## config.mk

```make
export PLATFORM = sky130hd
export DESIGN_NAME = core_run_ctrl
export DESIGN_NICKNAME = d
export VERILOG_FILES = /design/src/rtl/core_run_ctrl.sv
export SDC_FILE = /design/constraint.sdc
export NUM_CORES = 1
export LEC_CHECK = 0
export ABC_AREA = 1
export CORE_ASPECT_RATIO = 0.9
export CORE_MARGIN = 1
export CORE_UTILIZATION = 51
export DETAILED_ROUTE_END_ITERATION = 16
export PLACE_DENSITY = 0.77
export SYNTH_ARGS = -nofsm -noshare
export SYNTH_HDL_FRONTEND = slang
export SYNTH_SLANG_ARGS = --single-unit
```

## constraint.sdc

```tcl
create_clock -name i_clk -period 2.3 [get_ports i_clk]
set_clock_uncertainty 0.2 [all_clocks]
set_input_delay 0.23 -clock i_clk [delete_from_list [all_inputs] [get_ports i_clk]]
set_output_delay 0.23 -clock i_clk [all_outputs]
set_load 0.03 [all_outputs]
```

## src/rtl/core_run_ctrl.sv

```systemverilog
// Run controller for up to eight processor cores. It holds the cores in reset,
// releases them in a staggered sequence, times a bounded run and tracks per-core halts.
module core_run_ctrl #(
  parameter int N_CH         = 1,
  parameter int RESET_CYCLES = 5,
  parameter int STAGGER      = 0,
  parameter int RUN_CYCLES   = 241,
  parameter int CNT_W        = 16
) (
  input  logic             i_clk,
  input  logic             i_rst,
  input  logic             i_start,
  input  logic [N_CH-1:0]  i_halt_req,
  output logic [N_CH-1:0]  o_core_rst,
  output logic             o_running,
  output logic             o_done,
  output logic [N_CH-1:0]  o_halted,
  output logic [CNT_W-1:0] o_cycle
);

  localparam longint L_MAX = (longint'(1) << CNT_W) - 1;
  localparam logic [CNT_W-1:0] L_ONE      = CNT_W'(1);
  localparam logic [CNT_W-1:0] L_CNT_MAX  = '1;
  localparam logic [CNT_W-1:0] L_RC_LAST  = CNT_W'(RESET_CYCLES - 1);
  localparam logic [CNT_W-1:0] L_RUN_LAST = CNT_W'(RUN_CYCLES - 1);

  if (N_CH < 1 || N_CH > 8) begin : g_bad_nch
    $error("core_run_ctrl: N_CH must be in 1..8");
  end
  if (CNT_W < 1 || CNT_W > 32) begin : g_bad_cntw
    $error("core_run_ctrl: CNT_W must be in 1..32");
  end
  if (RESET_CYCLES < 1 || longint'(RESET_CYCLES) > L_MAX) begin : g_bad_rc
    $error("core_run_ctrl: RESET_CYCLES out of range for CNT_W");
  end
  if (RUN_CYCLES < 1 || longint'(RUN_CYCLES) > L_MAX) begin : g_bad_run
    $error("core_run_ctrl: RUN_CYCLES out of range for CNT_W");
  end
  if (STAGGER < 0 || longint'(N_CH - 1) * longint'(STAGGER) > L_MAX) begin : g_bad_stagger
    $error("core_run_ctrl: release offsets do not fit the counter");
  end

  typedef enum logic [1:0] {
    S_HOLD,
    S_RELEASE,
    S_RUN,
    S_DONE
  } state_t;

  state_t           r_state;
  logic [1:0]       r_sync;
  logic [CNT_W-1:0] r_cnt;
  logic [N_CH-1:0]  r_core_rst;
  logic             r_running;
  logic             r_done;
  logic [N_CH-1:0]  r_halted;

  logic             w_sync_ok;
  logic             w_halt_en;
  logic [CNT_W-1:0] w_inc;
  logic [N_CH-1:0]  w_halted_nxt;
  logic [N_CH-1:0]  w_rel_hit;
  logic [N_CH-1:0]  w_zero_ofs;

  // The FSM may only leave HOLD once reset release has crossed two flops.
  always_ff @(posedge i_clk or negedge i_rst) begin
    if (!i_rst) begin
      r_sync <= '0;
    end else begin
      r_sync <= {r_sync[0], 1'b1};
    end
  end

  assign w_sync_ok    = r_sync[1];
  assign w_inc        = (r_cnt == L_CNT_MAX) ? r_cnt : r_cnt + L_ONE;
  assign w_halt_en    = (r_state == S_RELEASE) || (r_state == S_RUN);
  assign w_halted_nxt = r_halted | (i_halt_req & {N_CH{w_halt_en}});

  for (genvar g = 0; g < N_CH; g++) begin : g_ofs
    localparam logic [CNT_W-1:0] L_OFS = CNT_W'(g * STAGGER);
    assign w_rel_hit[g]  = (w_inc == L_OFS);
    assign w_zero_ofs[g] = (L_OFS == '0);
  end

  // Release decisions look at the incremented count so that o_cycle shows the
  // offset on the same clock the matching channel leaves reset.
  always_ff @(posedge i_clk or negedge i_rst) begin
    if (!i_rst) begin
      r_state    <= S_HOLD;
      r_cnt      <= '0;
      r_core_rst <= '1;
      r_running  <= 1'b0;
      r_done     <= 1'b0;
      r_halted   <= '0;
    end else begin
      r_done <= 1'b0;
      if (i_start) begin
        r_state    <= S_HOLD;
        r_cnt      <= '0;
        r_core_rst <= '1;
        r_running  <= 1'b0;
        r_halted   <= '0;
      end else begin
        case (r_state)
          S_HOLD: begin
            r_core_rst <= '1;
            r_running  <= 1'b0;
            if (w_sync_ok) begin
              if (r_cnt == L_RC_LAST) begin
                r_cnt      <= '0;
                r_core_rst <= ~w_zero_ofs;
                if (w_zero_ofs[N_CH-1]) begin
                  r_state   <= S_RUN;
                  r_running <= 1'b1;
                end else begin
                  r_state <= S_RELEASE;
                end
              end else begin
                r_cnt <= w_inc;
              end
            end
          end
          S_RELEASE: begin
            r_halted   <= w_halted_nxt;
            r_core_rst <= w_halted_nxt | (r_core_rst & ~w_rel_hit);
            if (w_rel_hit[N_CH-1]) begin
              r_state   <= S_RUN;
              r_running <= 1'b1;
              r_cnt     <= '0;
            end else begin
              r_cnt <= w_inc;
            end
          end
          S_RUN: begin
            r_halted <= w_halted_nxt;
            if ((r_cnt == L_RUN_LAST) || (&w_halted_nxt)) begin
              r_state    <= S_DONE;
              r_done     <= 1'b1;
              r_running  <= 1'b0;
              r_core_rst <= '1;
              r_cnt      <= '0;
            end else begin
              r_core_rst <= w_halted_nxt;
              r_cnt      <= w_inc;
            end
          end
          S_DONE: begin
            r_core_rst <= '1;
            r_running  <= 1'b0;
            r_cnt      <= w_inc;
          end
          default: begin
            r_state    <= S_HOLD;
            r_cnt      <= '0;
            r_core_rst <= '1;
            r_running  <= 1'b0;
          end
        endcase
      end
    end
  end

  assign o_core_rst = r_core_rst;
  assign o_running  = r_running;
  assign o_done     = r_done;
  assign o_halted   = r_halted;
  assign o_cycle    = r_cnt;

endmodule

```

# ---- Yosys cells after proc, flatten, opt, wreduce, memory -nomap -nowiden
# Cells that the tools add are included.
# W data, S select, Z words.
dict set report classes {
  n_addsub 1
  n_mul 0
  n_div 0
  magnitude_cmp 0
  n_eq_ne 10
  n_shift 0
  mux 29
  n_bitwise 5
  reduce_logical 9
}
# op n
set op_table {}
lappend op_table {{$mux W16} 6}
lappend op_table {{$pmux W16 S4} 1}
lappend op_table {{$add A16 B1 Y16 const B} 1}
lappend op_table {{$eq A16 B16 Y1 const B} 1}
lappend op_table {{$eq A16 B3 Y1 const B} 1}
lappend op_table {{$eq A16 B8 Y1 const B} 1}
lappend op_table {{$logic_not A16 Y1} 1}
lappend op_table {{$mux W1} 14}
lappend op_table {{$mux W2} 5}
lappend op_table {{$ne A3 B3 Y1 const B} 3}
lappend op_table {{$pmux W1 S4} 2}
lappend op_table {{$pmux W2 S3} 1}
lappend op_table {{$reduce_and A5 Y1} 1}
lappend op_table {{$eq A2 B2 Y1 const B} 2}
lappend op_table {{$reduce_bool A4 Y1} 1}
lappend op_table {{$ne A3 B2 Y1 const B} 1}
lappend op_table {{$and A1 B1 Y1} 2}
lappend op_table {{$eq A2 B1 Y1 const B} 1}
lappend op_table {{$logic_not A2 Y1} 1}
lappend op_table {{$logic_or A1 B1 Y1} 2}
lappend op_table {{$or A1 B1 Y1} 2}
lappend op_table {{$reduce_and A2 Y1} 1}
lappend op_table {{$reduce_bool A2 Y1} 1}
lappend op_table {{$reduce_or A2 Y1} 1}
lappend op_table {{$not A1 Y1} 1}
dict set report totals {
  reg_bits 24
  latch_bits 0
  mem_bits_rw 0
  mem_bits_ro 0
  n_memories 0
}

# ---- Depth between registers and ports, before layout
# Gate-level depths: netlist of run 1.
dict set report depth {
  ltp_word 8
  ltp_mapped 17
  ltp_nobuf 17
}

# ---- Worst setup path before layout of run 1
# OpenSTA, ideal clock, no wires.
dict set report synth_path {
  path_kind {register to register}
  from {register r_cnt[0], in the netlist o_cycle[0]}
  to {register r_cnt[10], in the netlist o_cycle[10]}
  setup_ns 0.120
  arrival_time_ns 2.207
  required_ns 1.980
  slack_ns -0.227
  stages_incl_launch_ff 16
  path_buffers 1
  period_less_slack_ns 2.527
  path_cell_list {dfrtp_1 ha_1 nand3_2 inv_2 nand2_4 nor2_4 or2_2 nor2_1 nand2_1 nor2_1 nand2_1 nand2_2 o21ai_4 buf_6 o21bai_2 nand2_1}
}
dict set report synth_via {
  elab_chain_cells 6
  word_cells_on_any_way 13
  cone_classes {add/sub (1); eq/ne (3); mux (7); reduce/logical (2)}
}
# element line
set synth_lines {}
lappend synth_lines {{start, declared} 52} ;# logic [CNT_W-1:0] r_cnt;
lappend synth_lines {{start signal, assigned} 119} ;# r_cnt <= w_inc;
lappend synth_lines {{start signal, assigned} 131} ;# r_cnt <= w_inc;
lappend synth_lines {{start signal, assigned} 144} ;# r_cnt <= w_inc;
lappend synth_lines {{$add A16 B1 Y16 or $eq A16 B16 Y1 (tied branches)} 75} ;# assign w_inc = (r_cnt == L_CNT_MAX) ? r_cnt : r_cnt + L_ONE;
lappend synth_lines {{$mux W16} 75}
lappend synth_lines {{$logic_not A16 Y1 or $mux W16 (tied branches)} {81, 109}}
lappend synth_lines {{$mux W16, on equally long branches} {126, 108}}
lappend synth_lines {{$pmux W16 S4 *} 104} ;# case (r_state)
lappend synth_lines {{$mux W16 *} 97} ;# if (i_start) begin
# Every way passes the cells marked *; elsewhere a longest branch is shown, timed or not. The select of a mux whose other input is x is not followed.
# A chain may end at the register's enable or synchronous reset.

# ---- Worst setup path after layout of run 1
dict set report layout_path {
  from {register r_cnt[1], in the netlist o_cycle[1]}
  to {register r_cnt[3], in the netlist o_cycle[3]}
}
# The elaborated chain is that of the path after synthesis.

==> results of run 1 <==
[stage by stage]
step                      setup TNS, ns  instances  hold slack, ns  area, um2
final                             -1.88        430           0.105       2930
after CTS                        -0.211        430           0.113       2900
after detailed placement          -1.85        418           0.146       2720
after global placement           -0.652        418           0.134       2720
after floorplan                       0        297          -0.266       2040
after global routing              -3.92        430           0.163       2930
[synth_stat cells (2+ instances only)]
cell type	count	area [um2]
dfrtp_1	23	576
inv_1	33	124
xnor2_1	2	17.5
xor2_1	3	26.3
o21bai_2	10	113
nor3_1	5	25.0
ha_1	6	75.1
nor2_1	33	124
a21oi_1	4	20.0
nor2_2	5	31.3
nand2_4	2	22.5
inv_2	2	7.51
nand2_2	3	18.8
o21ai_0	7	35.0
nand4_1	9	56.3
nand3_1	27	135
or2_2	2	12.5
o21bai_1	5	37.5
nor2_4	2	22.5
clkbuf_1	2	7.51
nand2_1	99	372
[routing by layer]
layer | GRT usage [%] | vias up
li1 | - | 1130
met1 | 47.5 | 1105
met2 | 53.9 | 125
met3 | 6.85 | 18
met4 | 9.82 | 0
met5 | 0 | -
[sequential cells by signal, indices dropped and copies added (netlist names)]
signal / cells
r_sync: 2
r_state: 2
o_core_rst: 1
o_cycle: 16
o_halted: 1
o_running: 1
o_done: 1
[final timing paths]
check,depth (start not counted),start,endpoint
worst min register to register,0,r_sync[0]$_DFF_PN0_,r_sync[1]$_DFF_PN0_
max in group asynchronous,2,i_rst,o_core_rst$_DFF_PN1_
worst max register to register,13,o_cycle[1]$_DFFE_PN0P_,o_cycle[3]$_DFFE_PN0P_
worst min-delay path,2,i_rst,o_halted$_DFFE_PN0P_
worst max-delay path,13,o_cycle[1]$_DFFE_PN0P_,o_cycle[3]$_DFFE_PN0P_
min in group i_clk,0,r_sync[0]$_DFF_PN0_,r_sync[1]$_DFF_PN0_
[power groups by stage]
stage          clock (mW)  sequential (mW)  combinational, mW
4_1_cts             0.387            0.462              0.473
6_report            0.384            0.463              0.494
5_1_grt             0.405            0.467              0.535
2_1_floorplan           0            0.501              0.210
3_3_place_gp            0            0.469              0.423
3_5_place_dp            0            0.470              0.428
[area by class of cell]
type,count,share of cell area [%]
inverter,35,4.65
sequential,24,20.8
clock buffer,3,1.41
multi-input combinational,236,46.4
timing repair buffer,85,23.7
clock inverter,1,1.02
tap,46,1.96
[cell families after synthesis]
kind of cell / share of synthesized area (%)
adder cells (fa/ha/maj): 3.74
other: 0.187
flip-flops: 30.0
AO/OA/AOI/OAI: 12.2
AND/OR/NAND/NOR: 44.0
XOR/XNOR: 2.18
buffers and inverters: 7.73
[timing repair]
action,in CTS,in global routing
pin swaps,11,12
buffers inserted,6,0
endpoints found under the setup margin,18,19
gates cloned,2,0
resized for setup,12,9
==> qor.txt, run 1 <==
DP Worst Slack: -0.146 ns
PortBufs: 23
Post-synth cell types: 34
Synth Flop Type: dfrtp_1
Clock slew at reported path FFs: 0.10 ns
Residual DRC count: 0
Failing checks: setup timing
Cell Chain, Critical Path: ha_4, nand3_4, nor2_4, xor2_1, nand2_1, nor2_1, nand2_1, nor2_2, nand2_2, nand2_4, o21ai_4, o21bai_1, nand2_1
Clock Latency Late Sink: 0.28 ns
Vias in the first global route: 2,161
Grt ovf: 0
CTS sink cnt: 24
Total Die Area: 0.00419 mm2
Multi-input gate area: 0.00136 mm2
Setup ws final: -0.148 ns
Root buf cell: clkbuf_8
Placeable Area: 0.00373 mm2
Flop pwr share: 34.5%
Initial drt markers: 284
Max-slew violations: 0
CP delay by family, top: simple AND/OR/NAND/NOR gates
Via count: 2,378
Bufs and invs on worst path: 0
Commonest non-fill, non-tap cell in the layout: nand2_1
WL met1: 2.91 mm
Routed wl met3: 486 um
Yosys Warn Count: 0
Max stage delay on crit path: 0.44 ns
Psw: 0.469 mW
CTS buffer count: 3
Largest net degree at the start of global routing: 25
Post-layout min period: 2.45 ns
Diode count: 0
CP dominant cell by count: nand2_1
Critical Path RT: 2.27 ns
Number of synthesized flops with an enable pin: 0
Type of destination of the critical path: register
Max cap viols: 0
Post-Syn Instances: 297
Sw Share: 34.9%
Initial core utilization: 53.8%
PD cells: 458 mW/mm2
Syn Nets: 307
DPL Wire Length: 4.46 mm
Post-synth ARST share: 100%
Lkg Pwr: 1.51 nW
Layout cells sized above 1: 31.0%
Final Cycle Share: 106%
First-pass GRT wire length: 10.6 mm
Crit path kind: register to register
Final Hold Viols: 0
Critical Path AT: 2.42 ns
Nets@finish: 395
Antenna Violating Nets Remaining: 0
Fin util: 78.6%
Hold Crit Class: primary input to asynchronous set/reset pin
GR Util All Layers: 34.3%
Wirelength per Cell: 15.1 um
Mapped Avg Cell Area: 6.76 um2
Register area share after synthesis: 30.0%
CTS max path bufs: 2
CTS tree: built
FILL cells: 292
WL final: 6.48 mm
Initial antenna violation count: 0
FF/Latch Area: 611 um2
Row count: 21
R2R setup slack: -0.15 ns
Most frequent cells in the layout: 96 x nand2_1, 62 x buf_4, 33 x inv_1
Die Wd: 68.1 um
I/O pin total: 24
Max FO, Critical Path: 5
Fmax: 408 MHz
Vias per inst: 5.53
Uppermost layer routed: met4
H-tree depth: 1
Unrepaired setup endpoints after global routing: yes
Nature of the critical path startpoint: register
Gate power share: 36.8%
RD Place Congestion: 0.974
Die height: 61.5 um
WL met2: 2.90 mm
Final setup viols: 19
Status: finished with violations
Slowest-stage cell, CP: dfrtp_2
Mapped Area: 0.00201 mm2
Hold-fix buffers, CTS: 0
Drt first pass iters: 5
P_int: 0.873 mW
Tot Pwr: 1.34 mW
Synth Register Bits: 24
VDD IR-drop max: 0.585 mV
Clock share of power: 28.7%
Layout area overhead: 46.1%
(Power assumes the default switching activity.)
==> inputs of run 2 (changes only) <==
--- a/config.mk
+++ b/config.mk
@@ -10,7 +10,8 @@
 export CORE_MARGIN = 1
 export CORE_UTILIZATION = 51
 export DETAILED_ROUTE_END_ITERATION = 16
-export PLACE_DENSITY = 0.77
+export PLACE_DENSITY = 0.74
+export RECOVER_POWER = 50
 export SYNTH_ARGS = -nofsm -noshare
 export SYNTH_HDL_FRONTEND = slang
 export SYNTH_SLANG_ARGS = --single-unit
==> constraint.sdc (replaced) <==
create_clock -name i_clk -period 2.8 [get_ports i_clk]
set_clock_uncertainty 0.2 [all_clocks]
set_input_delay 0.28 -clock i_clk [delete_from_list [all_inputs] [get_ports i_clk]]
set_output_delay 0.28 -clock i_clk [all_outputs]
set_load 0.03 [all_outputs]
==> qor.txt, run 2 (synthesis gave the netlist of run 1 again) <==
Status: complete, no violations (was finished with violations)
FILL cells: 346 (was 292)
Sw Share: 36.2% (was 34.9%)
Final Cycle Share: 96.2% (was 106%)
Final std cells w/o fill: 375 (was 430)
Wirelength per Cell: 14.1 um (was 15.1 um)
CTS buffer count: 3 (unchanged)
CTS tree: built (unchanged)
Gate power share: 32.6% (was 36.8%)
Fin util: 64.1% (was 78.6%)
Hold path startpoint: r_sync[0]$_DFF_PN0_
VDD IR-drop max: 0.276 mV (was 0.585 mV)
Grt ovf: 0 (unchanged)
Via count: 2,072 (was 2,378)
Largest net degree at the start of global routing: 25 (unchanged)
Placeable Area: 0.00373 mm2 (unchanged)
Clock slew at reported path FFs: 0.08 ns (was 0.10 ns)
Hold Crit Class: register to register (was primary input to asynchronous set/reset pin)
Layout cells sized above 1: 14.0% (was 31.0%)
Most frequent cells in the layout: 99 x nand2_1, 33 x inv_1, 32 x nor2_1 (was 96 x nand2_1, 62 x buf_4, 33 x inv_1)
Max-slew violations: 0 (unchanged)
Final setup viols: 0 (was 19)
Max cap viols: 0 (unchanged)
Post-layout min period: 2.69 ns (was 2.45 ns)
DP Worst Slack: 0.115 ns (was -0.146 ns)
Diode count: 0 (unchanged)
Residual DRC count: 0 (unchanged)
Root buf cell: clkbuf_8 (unchanged)
R2R setup slack: 0.11 ns (was -0.15 ns)
H-tree depth: 1 (unchanged)
Unrepaired setup endpoints after global routing: yes (unchanged)
Cells on worst reg2reg path: 14 (was 13)
Flop pwr share: 41.1% (was 34.5%)
Lkg Pwr: 1.22 nW (was 1.51 nW)
P_int: 0.590 mW (was 0.873 mW)
Final Hold Viols: 0 (unchanged)
Vias in the first global route: 1,785 (was 2,161)
Nets@finish: 340 (was 395)
GRT met2 Usage: 43.1% (was 53.9%)
WHS Endpoint: r_sync[1]$_DFF_PN0_
Drt first pass iters: 5 (unchanged)
Worst Hold Path Cells: 0
GRT met1 Usage: 38.2% (was 47.5%)
Hold WS: 0.157 ns (was 0.105 ns)
Total Die Area: 0.00419 mm2 (unchanged)
Type of destination of the critical path: register (unchanged)
Initial core utilization: 53.8% (unchanged)
Psw: 0.334 mW (was 0.469 mW)
Antenna Violating Nets Remaining: 0 (unchanged)
RD Place Congestion: 0.896 (was 0.974)
Tot Pwr: 0.924 mW (was 1.34 mW)
First-pass GRT wire length: 8.35 mm (was 10.6 mm)
Nature of the critical path startpoint: register (unchanged)
Critical Path RT: 2.76 ns (was 2.27 ns)
Clock Latency Late Sink: 0.27 ns (was 0.28 ns)
Placed Cells: 366 (was 418)
Clock share of power: 26.3% (was 28.7%)
Die Wd: 68.1 um (unchanged)
PD cells: 386 mW/mm2 (was 458 mW/mm2)
PortBufs: 23 (unchanged)
Fmax: 371 MHz (was 408 MHz)
Critical Path AT: 2.65 ns (was 2.42 ns)
CTS sink cnt: 24 (unchanged)
WL final: 5.28 mm (was 6.48 mm)
Row count: 21 (unchanged)
Max_slew headroom: 5.98%
GR Util All Layers: 27.1% (was 34.3%)
Layout area overhead: 19.2% (was 46.1%)
Vias per inst: 5.53 (about the same)
Max FO, Critical Path: 8 (was 5)
Crit path kind: register to register (unchanged)
GR peak layer: met2 (unchanged)
R2r endpoint: o_cycle[4]$_DFFE_PN0P_ (was o_cycle[3]$_DFFE_PN0P_)
Design Area, Final: 0.00239 mm2 (was 0.00293 mm2)
Worst slew pin tran: 1.41 ns
Area after DPL: 0.00230 mm2 (was 0.00272 mm2)
Commonest non-fill, non-tap cell in the layout: nand2_1 (unchanged)
Initial antenna violation count: 0 (unchanged)
Max FFs per register: 16 (unchanged)
DPL Wire Length: 3.76 mm (was 4.46 mm)
Die height: 61.5 um (unchanged)
Setup ws final: 0.106 ns (was -0.148 ns)
CTS max path bufs: 2 (unchanged)
Setup TNS: 0 ns (was -1.88 ns)
GR Util met3: 4.81% (was 6.85%)
Origin of the critical flop-to-flop path: o_cycle[0]$_DFFE_PN0P_ (was o_cycle[1]$_DFFE_PN0P_)
Initial drt markers: 186 (was 284)
I/O pin total: 24 (unchanged)
[run 2: changes by cell type in the layout (fill, tap and decap cells not counted), moves of 2 or more]
cell	previous run	this run
buf_4	62	6
clkbuf_1	0	2
clkdlybuf4s50_1	23	19
dfrtp_1	16	21
dfrtp_2	7	2
dlygate4sd3_1	0	4
nand2_1	96	99
nand2_2	5	3
nor2_1	27	32
nor2_4	7	2
[run 2: worst max-delay path: stages (launching register included)]
cell and delay (ns):
dfrtp_2 0.45, ha_1 0.25, nand3_2 0.14, inv_2 0.11, nand2_4 0.11, nor2_4 0.07, or2_2 0.29, nor2_1 0.12
nand2_1 0.07, nor2_1 0.08, nand2_1 0.11, nand2_2 0.14, o21ai_2 0.20, o21bai_2 0.17, nand2_1 0.06
[run 2: power groups by stage]
stage               clock network [mW]  registers [mW]  logic [mW]
floorplan                            0           0.408       0.171
global placement                     0           0.389       0.270
detailed placement                   0           0.390       0.270
CTS                              0.250           0.383       0.272
global route                     0.263           0.381       0.335
finish                           0.243           0.379       0.302
[run 2: worst max-delay path by stage]
| stage | endpoint | slack, ns | startpoint |
|---|---|---|---|
| 4_1_cts | o_running$_DFFE_PN0P_ | 0.09 | o_cycle[1]$_DFFE_PN0P_ |
| 3_5_place_dp | o_running$_DFFE_PN0P_ | 0.11 | o_cycle[0]$_DFFE_PN0P_ |
| 5_1_grt | o_cycle[15]$_DFFE_PN0P_ | -0.03 | o_cycle[0]$_DFFE_PN0P_ |
| 6_report | o_cycle[4]$_DFFE_PN0P_ | 0.11 | o_cycle[0]$_DFFE_PN0P_ |
| 3_3_place_gp | o_cycle[14]$_DFFE_PN0P_ | 0.18 | o_cycle[0]$_DFFE_PN0P_ |
| 2_1_floorplan | o_cycle[10]$_DFFE_PN0P_ | 0.27 | o_cycle[0]$_DFFE_PN0P_ |
[run 2: cell type report]
class,count,area (um2),area share (%)
Multi-Input combinational cell,235,1260,52.7
Sequential cell,24,604,25.3
Timing Repair Buffer,31,283,11.8
Inverter,35,131,5.49
Tap cell,46,57.6,2.41
Clock buffer,4,55.1,2.30
[run 2: repair_timing]
action | CTS | global route
buffers inserted | 0 | 4
hold buffers | 0 | 0
resized for setup | 0 | 4
endpoints found under the setup margin | 0 | 18
[run 2: routing by layer]
layer / vias to the layer above / share of wire (%)
li1: 1020 / -
met2: 97 / 45
met1: 949 / 46
met5: - / 0
met4: 0 / 1.2
met3: 6 / 8.1
==> inputs of run 3 (changes only) <==
--- a/config.mk
+++ b/config.mk
@@ -12,6 +12,7 @@
 export DETAILED_ROUTE_END_ITERATION = 16
 export PLACE_DENSITY = 0.74
 export RECOVER_POWER = 50
+export SLEW_MARGIN = 20
 export SYNTH_ARGS = -nofsm -noshare
 export SYNTH_HDL_FRONTEND = slang
 export SYNTH_SLANG_ARGS = --single-unit
==> results of run 3 <==
No change in the layout: final DEF, timing and power equal those of run 2.
